--- src/rtl/mux_vector_sequencer_if.sv ---
// Signal bundle between the vector sequencer and the mux-under-test environment.
// The sequencer holds the master modport; the environment (mux plus start source) holds the slave.
interface mux_vector_sequencer_if #(
  parameter int unsigned ERR_W = 4
) ();

  logic             start;
  logic             z_in;
  logic             a_out;
  logic             b_out;
  logic             c_out;
  logic [2:0]       vec_idx;
  logic             busy;
  logic             mismatch;
  logic [ERR_W-1:0] err_count;
  logic             fail_valid;
  logic [2:0]       fail_vec;
  logic             pass;
  logic             done;

  modport master (
    input  start,
    input  z_in,
    output a_out,
    output b_out,
    output c_out,
    output vec_idx,
    output busy,
    output mismatch,
    output err_count,
    output fail_valid,
    output fail_vec,
    output pass,
    output done
  );

  modport slave (
    output start,
    output z_in,
    input  a_out,
    input  b_out,
    input  c_out,
    input  vec_idx,
    input  busy,
    input  mismatch,
    input  err_count,
    input  fail_valid,
    input  fail_vec,
    input  pass,
    input  done
  );

endinterface

--- src/rtl/mux_vector_sequencer.sv ---
// Sweeps all eight {a,b,c} vectors into a 2:1 select mux, waits a settle window,
// then checks z against b ? c : a. Keeps an error count, the first failing vector
// and a pass flag. Every output comes straight from a flop.
module mux_vector_sequencer #(
  parameter int unsigned SETTLE_CYCLES = 2,
  parameter int unsigned ERR_W         = 4
) (
  input logic                   clk,
  input logic                   rst_n,
  mux_vector_sequencer_if.master bus
);

  typedef enum logic [1:0] {StIdle, StDrive, StSample, StDone} state_e;

  localparam logic [3:0]       SettleLast = 4'(SETTLE_CYCLES - 1);
  localparam logic [ERR_W-1:0] ErrMax     = '1;

  state_e           state_q, state_d;
  logic [3:0]       cnt_q, cnt_d;
  logic [2:0]       idx_q, idx_d;
  logic [2:0]       abc_q, abc_d;
  logic             busy_q, busy_d;
  logic             mm_q, mm_d;
  logic [ERR_W-1:0] err_q, err_d;
  logic             fv_q, fv_d;
  logic [2:0]       fvec_q, fvec_d;
  logic             pass_q, pass_d;
  logic             done_q, done_d;

  logic golden;
  logic miss;

  // Golden mux value for the vector currently applied; X/Z on z_in counts as a miss.
  always_comb begin
    golden = idx_q[1] ? idx_q[0] : idx_q[2];
    miss   = (bus.z_in !== golden);
  end

  // Next-state and next-output logic; outputs are derived from the next state so they register.
  always_comb begin
    state_d = state_q;
    cnt_d   = cnt_q;
    idx_d   = idx_q;
    err_d   = err_q;
    fv_d    = fv_q;
    fvec_d  = fvec_q;
    pass_d  = pass_q;
    mm_d    = 1'b0;

    unique case (state_q)
      StIdle: begin
        if (bus.start) begin
          err_d   = '0;
          fv_d    = 1'b0;
          fvec_d  = 3'd0;
          pass_d  = 1'b0;
          idx_d   = 3'd0;
          cnt_d   = 4'd0;
          state_d = StDrive;
        end
      end
      StDrive: begin
        if (cnt_q == SettleLast) begin
          cnt_d   = 4'd0;
          state_d = StSample;
        end else begin
          cnt_d = cnt_q + 4'd1;
        end
      end
      StSample: begin
        if (miss) begin
          mm_d = 1'b1;
          if (err_q != ErrMax) err_d = err_q + ERR_W'(1);
          if (!fv_q) begin
            fv_d   = 1'b1;
            fvec_d = idx_q;
          end
        end
        if (idx_q == 3'd7) begin
          // err_q does not yet include this sample, so fold the final miss in directly.
          pass_d  = (err_q == '0) && !miss;
          state_d = StDone;
        end else begin
          idx_d   = idx_q + 3'd1;
          state_d = StDrive;
        end
      end
      StDone: begin
        state_d = StIdle;
      end
      default: begin
        state_d = StIdle;
      end
    endcase

    busy_d = (state_d == StDrive) || (state_d == StSample);
    abc_d  = busy_d ? idx_d : 3'd0;
    done_d = (state_d == StDone);
  end

  // State and output registers.
  always_ff @(posedge clk or negedge rst_n) begin
    if (!rst_n) begin
      state_q <= StIdle;
      cnt_q   <= 4'd0;
      idx_q   <= 3'd0;
      abc_q   <= 3'd0;
      busy_q  <= 1'b0;
      mm_q    <= 1'b0;
      err_q   <= '0;
      fv_q    <= 1'b0;
      fvec_q  <= 3'd0;
      pass_q  <= 1'b0;
      done_q  <= 1'b0;
    end else begin
      state_q <= state_d;
      cnt_q   <= cnt_d;
      idx_q   <= idx_d;
      abc_q   <= abc_d;
      busy_q  <= busy_d;
      mm_q    <= mm_d;
      err_q   <= err_d;
      fv_q    <= fv_d;
      fvec_q  <= fvec_d;
      pass_q  <= pass_d;
      done_q  <= done_d;
    end
  end

  assign bus.a_out      = abc_q[2];
  assign bus.b_out      = abc_q[1];
  assign bus.c_out      = abc_q[0];
  assign bus.vec_idx    = idx_q;
  assign bus.busy       = busy_q;
  assign bus.mismatch   = mm_q;
  assign bus.err_count  = err_q;
  assign bus.fail_valid = fv_q;
  assign bus.fail_vec   = fvec_q;
  assign bus.pass       = pass_q;
  assign bus.done       = done_q;

endmodule

--- src/flat_wrapper.sv ---
// flat-port wrapper written by rule: the top's interface ports become plain ports
module mux_vector_sequencer_flat 
#(
  parameter int unsigned SETTLE_CYCLES = 2,
  parameter int unsigned ERR_W         = 4
)
  (clk, rst_n, bus_start, bus_z_in, bus_a_out, bus_b_out, bus_c_out, bus_vec_idx, bus_busy, bus_mismatch, bus_err_count, bus_fail_valid, bus_fail_vec, bus_pass, bus_done);
  mux_vector_sequencer_if #(.ERR_W(ERR_W)) bus_i ();
  input logic clk;
  input logic rst_n;
  input wire logic [$bits(bus_i.start)-1:0] bus_start;
  input wire logic [$bits(bus_i.z_in)-1:0] bus_z_in;
  output wire logic [$bits(bus_i.a_out)-1:0] bus_a_out;
  output wire logic [$bits(bus_i.b_out)-1:0] bus_b_out;
  output wire logic [$bits(bus_i.c_out)-1:0] bus_c_out;
  output wire logic [$bits(bus_i.vec_idx)-1:0] bus_vec_idx;
  output wire logic [$bits(bus_i.busy)-1:0] bus_busy;
  output wire logic [$bits(bus_i.mismatch)-1:0] bus_mismatch;
  output wire logic [$bits(bus_i.err_count)-1:0] bus_err_count;
  output wire logic [$bits(bus_i.fail_valid)-1:0] bus_fail_valid;
  output wire logic [$bits(bus_i.fail_vec)-1:0] bus_fail_vec;
  output wire logic [$bits(bus_i.pass)-1:0] bus_pass;
  output wire logic [$bits(bus_i.done)-1:0] bus_done;
  assign bus_i.start = bus_start;
  assign bus_i.z_in = bus_z_in;
  assign bus_a_out = bus_i.a_out;
  assign bus_b_out = bus_i.b_out;
  assign bus_c_out = bus_i.c_out;
  assign bus_vec_idx = bus_i.vec_idx;
  assign bus_busy = bus_i.busy;
  assign bus_mismatch = bus_i.mismatch;
  assign bus_err_count = bus_i.err_count;
  assign bus_fail_valid = bus_i.fail_valid;
  assign bus_fail_vec = bus_i.fail_vec;
  assign bus_pass = bus_i.pass;
  assign bus_done = bus_i.done;
  mux_vector_sequencer #(.SETTLE_CYCLES(SETTLE_CYCLES), .ERR_W(ERR_W)) u_core (.clk(clk), .rst_n(rst_n), .bus(bus_i));
endmodule
--- config.mk ---
export PLATFORM = sky130hd
export DESIGN_NAME = mux_vector_sequencer_flat
export DESIGN_NICKNAME = d
export VERILOG_FILES = /design/src/rtl/mux_vector_sequencer_if.sv /design/src/rtl/mux_vector_sequencer.sv /design/src/flat_wrapper.sv
export SDC_FILE = /design/constraint.sdc
export NUM_CORES = 1
export LEC_CHECK = 0
export BUFFER_PORTS_ARGS = -buffer_cell sky130_fd_sc_hd__buf_4
export CAP_MARGIN = 20
export CORE_MARGIN = 3
export CORE_UTILIZATION = 48
export CTS_CLUSTER_SIZE = 28
export DETAILED_ROUTE_END_ITERATION = 7
export GPL_ROUTABILITY_DRIVEN = 0
export PLACE_DENSITY = 0.74
export REMOVE_ABC_BUFFERS = 1
export SYNTH_ARGS = -nofsm -noshare
export SYNTH_HDL_FRONTEND = slang
export SYNTH_SLANG_ARGS = --single-unit
--- constraint.sdc ---
create_clock -name clk -period 1.7 [get_ports clk]
set_input_delay 0.255 -clock clk [delete_from_list [all_inputs] [get_ports clk]]
set_output_delay 0.255 -clock clk [all_outputs]
set_load 0.02 [all_outputs]
# Yosys cells after proc, flatten, opt, wreduce, memory -nomap -nowiden
# Index checks and enable logic that the tools add are counted.
dict set report totals {
  register_bits 24
  latchBits 0
  mem_bits_rw 0
  rom_bits 0
  in_bits 4
  out_inout_bits 18
  wordCells 67
  memories 0
}
dict set report op_classes {
  addsub 3
  mul 0
  div 0
  magnitude_cmp 0
  n_eq_ne 15
  n_shift 0
  n_mux 26
  bitwise_logic 0
  n_reduce_logical 12
}
# operator count
set ops {}
lappend ops {{$mux 3} 6}
lappend ops {{$mux 4} 4}
lappend ops {{$pmux 4 s2} 2}
lappend ops {{$pmux 3 s2} 2}
lappend ops {{$add 4x1->4 const B} 2}
lappend ops {{$eq 2x2->1 const B} 4}
lappend ops {{$pmux 2 s4} 1}
lappend ops {{$reduce_and 4->1} 2}
lappend ops {{$mux 1} 6}
lappend ops {{$mux 2} 3}
lappend ops {{$ne 2x1->1 const B} 3}
lappend ops {{$reduce_and 3->1} 2}
lappend ops {{$eq 2x1->1 const B} 2}
lappend ops {{$eq 4x1->1 const B} 1}
lappend ops {{$logic_not 4->1} 1}
lappend ops {{$ne 2x2->1 const B} 2}
lappend ops {{$ne 4x4->1 const B} 1}
lappend ops {{$pmux 1 s2} 2}
lappend ops {{$reduce_bool 2->1} 2}
lappend ops {{$add 3x1->3 const B} 1}
lappend ops {{$eq 3x3->1 const B} 1}
lappend ops {{$logic_not 2->1} 1}
lappend ops {{$reduce_and 2->1} 1}
lappend ops {{$logic_and 1x1->1} 1}
lappend ops {{other kinds (3)} 3}

# Depth between registers and ports, before layout
dict set report depth {
  depth_word 6
  mapped_depth 7
  depth_no_buf 7
}

# Worst setup path after synthesis
# Ideal clock, no wire load.
dict set report synth_path {
  path_kind {register -> register}
  start {register u_core.cnt_q[1]}
  end {register u_core.abc_q[2]}
  setup_ns 0.119
  arrival_ns 1.716
  required_time_ns 1.581
  path_slack_ns -0.135
  stages_incl_launch_ff 8
  path_buffers 0
  period_less_slack_ns 1.835
  cell_sequence {dfrtp_1 inv_1 ha_1 or3b_2 nand3_1 nand2_1 ha_1 and2_1}
}
dict set report synth_via {
  elab_chain_cells 6
  elab_cells_between_ends 7
  classes_between {3 x eq/ne; 3 x mux; 1 x reduce/logical}
}
# item line_no
set synth_rtl {}
lappend synth_rtl {{start, declared} mux_vector_sequencer.sv:19} ;# logic [3:0] cnt_q, cnt_d;
lappend synth_rtl {{start signal, assigned} mux_vector_sequencer.sv:117} ;# cnt_q <= cnt_d;
lappend synth_rtl {{$eq 4x1->1 (*)} mux_vector_sequencer.sv:63} ;# if (cnt_q == SettleLast) begin
lappend synth_rtl {{$mux 2 (*)} mux_vector_sequencer.sv:63}
lappend synth_rtl {{$pmux 2 s4 (*)} mux_vector_sequencer.sv:50} ;# unique case (state_q)
lappend synth_rtl {{named net u_core.state_d[0]} mux_vector_sequencer.sv:18} ;# state_e state_q, state_d;
lappend synth_rtl {{$eq 2x1->1 / $eq 2x2->1 (equally long branches)} mux_vector_sequencer.sv:96} ;# busy_d = (state_d == StDrive) || (state_d == StSample);
lappend synth_rtl {{$logic_or 1x1->1 (*)} mux_vector_sequencer.sv:96}
lappend synth_rtl {{named net u_core.busy_d} mux_vector_sequencer.sv:22} ;# logic busy_q, busy_d;
lappend synth_rtl {{$mux 3 (*)} mux_vector_sequencer.sv:97} ;# abc_d = busy_d ? idx_d : 3'd0;
lappend synth_rtl {{named net u_core.abc_d[2]} mux_vector_sequencer.sv:21} ;# logic [2:0] abc_q, abc_d;
lappend synth_rtl {{end signal, assigned} mux_vector_sequencer.sv:107} ;# abc_q <= 3'd0;
lappend synth_rtl {{end signal, assigned} mux_vector_sequencer.sv:119} ;# abc_q <= abc_d;
lappend synth_rtl {{end, declared} mux_vector_sequencer.sv:21}
# The timed path passes the listed nets; every way through them passes the cells marked *.
# A chain may end at the register's enable or synchronous reset.

# Final worst setup path
dict set report layout_path {
  start {register u_core.cnt_q[1]}
  end {register u_core.abc_q[1]}
}
# The elaborated chain is that of the path after synthesis.

==> impl_metrics.prom <==
# TYPE chip_impl_metric gauge
chip_impl_metric{name="detailroute.via_count",unit=""} 957
chip_impl_metric{name="synthesis.instances",unit=""} 108
chip_impl_metric{name="cts_buffers",unit=""} 3
chip_impl_info{name="cpLargestDelayFamily",value="simple AND/OR/NAND/NOR gates"} 1
chip_impl_metric{name="cellInternalPower",unit="mW"} 1.388
chip_impl_metric{name="cts.sinks",unit=""} 24
chip_impl_metric{name="layout.filler_cells",unit=""} 162
chip_impl_metric{name="post-synth-top-area-fraction",unit=""} 0.5281
chip_impl_metric{name="syn-mean-instance-area",unit="sq um"} 10.53
chip_impl_info{name="run_status",value="completed"} 1
chip_impl_metric{name="final.setup.tns",unit="ns"} 0
chip_impl_metric{name="first_pass_iters",unit=""} 4
chip_impl_metric{name="dp_worst_setup_slack",unit="ns"} -0.1855
chip_impl_info{name="topRoutingLayerUsed",value="met4"} 1
chip_impl_metric{name="initial_utilization",unit=""} 0.5411
chip_impl_metric{name="routedLengthMet1",unit="um"} 1115
chip_impl_metric{name="hold_slack",unit="ns"} 0.3580
chip_impl_metric{name="syn-cell-area",unit="sq mm"} 0.001137
chip_impl_metric{name="timing.critical_path.fanout_max",unit=""} 4
chip_impl_metric{name="yosysUniqueCellTypes",unit=""} 33
chip_impl_metric{name="ios",unit=""} 22
chip_impl_metric{name="setup_ws",unit="ns"} 0.04493
chip_impl_metric{name="power_switching_share",unit=""} 0.4078
chip_impl_metric{name="post_route_cells_drive_above_1_share",unit=""} 0.3379
chip_impl_metric{name="fin_nets",unit=""} 157
chip_impl_metric{name="power_switching",unit="uW"} 955.4
chip_impl_metric{name="power.sequential.fraction",unit=""} 0.347
chip_impl_info{name="synth-main-ff-cell",value="dfrtp_1"} 1
chip_impl_metric{name="route.met2.wl",unit="um"} 1291
chip_impl_info{name="timing.critical_path.to_type",value="flop"} 1
chip_impl_metric{name="post_route_clock_period_utilization",unit=""} 0.9736
chip_impl_metric{name="drv_slew",unit=""} 0
chip_impl_metric{name="core_area",unit="sq mm"} 0.002102
chip_impl_metric{name="combPwrFrac",unit=""} 0.548
chip_impl_metric{name="leakagePower",unit="nW"} 0.7855
chip_impl_metric{name="routed_wl",unit="um"} 2547
chip_impl_metric{name="htreeDepth",unit=""} 1
chip_impl_metric{name="drt-vias-per-instance",unit=""} 5.564
chip_impl_metric{name="grt_max_degree",unit=""} 25
chip_impl_metric{name="design_area",unit="sq mm"} 0.001525
chip_impl_info{name="critPathKind",value="reg -> reg"} 1
chip_impl_metric{name="die_height",unit="um"} 54.68
chip_impl_metric{name="area_growth",unit="%"} 34.10
chip_impl_metric{name="dpl-instance-area",unit="sq mm"} 0.001421
chip_impl_metric{name="worstPathBufferInverterCount",unit=""} 1
chip_impl_metric{name="die-area",unit="sq mm"} 0.002989
chip_impl_metric{name="antenna_cell_count",unit=""} 0
chip_impl_metric{name="grt.overflow.total",unit=""} 0
chip_impl_metric{name="relative_max_transition_margin",unit=""} 0.6275
chip_impl_metric{name="routed_antenna_nets",unit=""} 0
chip_impl_metric{name="ir_worst_vdd",unit="V"} 0.001008
chip_impl_info{name="path_common_cell",value="ha_4"} 1
chip_impl_metric{name="multi_input_area",unit="sq um"} 550.5
chip_impl_metric{name="grt_pass1_vias",unit=""} 994
chip_impl_metric{name="wire_length_on_met3",unit="um"} 113
chip_impl_info{name="critPathSlowestCell",value="dfrtp_1"} 1
chip_impl_metric{name="post-dp-hpwl",unit="um"} 1944
chip_impl_metric{name="data_required_time_of_the_worst_path",unit="ns"} 1.92
chip_impl_metric{name="pwr_density_cell",unit="mW/mm^2"} 1536
chip_impl_metric{name="async_flop_share",unit=""} 1.000
chip_impl_metric{name="rows",unit=""} 16
chip_impl_info{name="post_synth_most_frequent_cells",value="dfrtp_1 (24), inv_1 (10), nand2_1 (10)"} 1
chip_impl_metric{name="clock_latency",unit="ns"} 0.31
chip_impl_metric{name="finalCriticalPeriod",unit="ns"} 1.655
chip_impl_info{name="clockRootBuffer",value="clkbuf_4"} 1
chip_impl_info{name="critical_path.reg2reg.startpoint",value="u_core.cnt_q[1]"} 1
chip_impl_metric{name="timing.final.setup_violations",unit=""} 0
chip_impl_metric{name="sequential_cell_area",unit="sq um"} 600.6
chip_impl_metric{name="final-hold-violation-count",unit=""} 0
chip_impl_info{name="crit_path_start_kind",value="flop"} 1
chip_impl_info{name="post_synthesis_cell_type_with_the_largest_combined_area",value="dfrtp_1"} 1
chip_impl_metric{name="grt_first_pass_wirelength",unit="um"} 4388
chip_impl_metric{name="critical_path_arrival",unit="ns"} 1.87
chip_impl_metric{name="cts.reportedPaths.clkPinSlew",unit="ns"} 0.12
chip_impl_metric{name="synth_sequential_area_ratio",unit=""} 0.5281
chip_impl_metric{name="route.detailed.drc",unit=""} 0
chip_impl_metric{name="synth_enable_flop_cells",unit=""} 0
chip_impl_metric{name="clock_path_buffers",unit=""} 2
chip_impl_metric{name="dr.first_iter.drc_count",unit=""} 18
chip_impl_metric{name="pwr-share-clk",unit=""} 0.105
chip_impl_info{name="critical_path.startpoint",value="u_core.cnt_q[1]"} 1
chip_impl_metric{name="groute.usage.overall",unit=""} 0.2064
chip_impl_metric{name="io_buffer_count",unit=""} 21
chip_impl_metric{name="worst-slew-pin-transition",unit="ns"} 0.5577
chip_impl_info{name="synth.top_cells.by_area",value="dfrtp_1 (53%), ha_1 (6.6%), mux2i_1 (5.3%)"} 1
chip_impl_metric{name="number_of_synthesized_register_bits",unit=""} 24
chip_impl_metric{name="number_of_synthesis_warnings",unit=""} 0
chip_impl_metric{name="wire_per_inst",unit="um"} 14.81
chip_impl_metric{name="cp_slowest_stage_delay",unit="ns"} 0.42
chip_impl_info{name="hp-class",value="in -> async"} 1
chip_impl_metric{name="timing.clock.skew",unit="ns"} 0.001741
chip_impl_metric{name="die-width",unit="um"} 54.68
chip_impl_info{name="synth_most_common_cell",value="dfrtp_1"} 1
chip_impl_metric{name="max_cap_violations",unit=""} 0
chip_impl_metric{name="timing.fmax",unit="MHz"} 604.2
chip_impl_metric{name="number_of_antenna_violations_at_the_first_check_in_global_routing",unit=""} 0
chip_impl_info{name="cp_cell_sequence",value="inv_2 -> ha_4 -> or3b_4 -> o22ai_4 -> ha_4 -> and2_1"} 1
chip_impl_info{name="tritoncts_clock_tree",value="yes"} 1
[kinds of logic after synthesis]
| kind of cell | Yosys count | share of synthesized area |
|---|---|---|
| XOR/XNOR | 2 | 0.01540 |
| adder cells (fa/ha/maj) | 6 | 0.06600 |
| multiplexers | 6 | 0.05281 |
| AND/OR/NAND/NOR | 35 | 0.1672 |
| flip-flops | 24 | 0.5281 |
| AO/OA/AOI/OAI | 22 | 0.1265 |
| buffers and inverters | 13 | 0.04401 |
[flip-flops by register name, summed over array words and instances, names as in the netlist, 2 cells and up]
name and flops:
u_core.cnt_q 4, u_core.bus.fail_vec 3, u_core.abc_q 3, u_core.bus.vec_idx 3
u_core.bus.err_count 4, u_core.state_q 2
[metal layers]
layer	vias up	track usage
met2	26	0.3563
met1	472	0.2598
met4	0	0.07469
met3	5	0.02725
met5	-	0
li1	454	-
[power groups by stage]
stage | Clock [mW] | Combinational (mW) | Sequential, mW
after global routing | 0.274 | 1.41 | 0.832
after floorplan | 0 | 0.429 | 0.965
after CTS | 0.255 | 1.20 | 0.810
after detailed placement | 0 | 1.09 | 0.817
final | 0.246 | 1.28 | 0.813
after global placement | 0 | 1.04 | 0.809
[layout make-up]
cell class / count / share of cell area
Tap cell: 27 / 0.02215
Sequential cell: 24 / 0.3938
Inverter: 10 / 0.02461
Multi-Input combinational cell: 71 / 0.3610
Clock buffer: 3 / 0.01477
Timing Repair Buffer: 37 / 0.1838
[cell usage in the layout, fill, tap and decap left out, types with 2 or more instances in the layout]
cell,instances
nand4_1,2
dfrtp_1,24
and3_1,2
and2_1,2
nor2_1,4
nand2_1,9
a21o_1,3
buf_4,36
o21ai_0,6
a21oi_1,3
ha_1,4
ha_4,2
o22ai_1,2
clkbuf_4,3
nand3_1,3
inv_1,9
mux2i_1,6
nor3b_1,2
[final timing paths]
kind / end / slack [ns] / cells past startpoint
worst max-delay path: u_core.abc_q[1] / 0.04 / 6
worst min-delay path: u_core.bus.mismatch / 0.36 / 2
worst max register to register: u_core.abc_q[1] / 0.04 / 6
worst min register to register: u_core.bus.fail_vec[1] / 0.53 / 2
max in group asynchronous: u_core.cnt_q[2] / 1.11 / 2
min in group clk: u_core.bus.vec_idx[2] / 0.37 / 3
[timing repair]
item | in CTS | in global routing
resized for setup | 7 | 5
setup endpoints to repair | 6 | 5
endpoints found under the hold margin | 24 | 0
hold buffers | 1 | 0
setup buffers | 0 | 1
pin swaps | 2 | 2
[per-stage QoR]
stage / power [mW] / cells / util
6_report: 2.343 / 172 / 0.7256
5_1_grt: 2.518 / 172 / 0.7256
4_1_cts: 2.260 / 171 / 0.7089
3_5_place_dp: 1.909 / 167 / 0.6762
3_3_place_gp: 1.846 / 167 / 0.6762
2_1_floorplan: 1.393 / 105 / -
(Power assumes the default switching activity.)
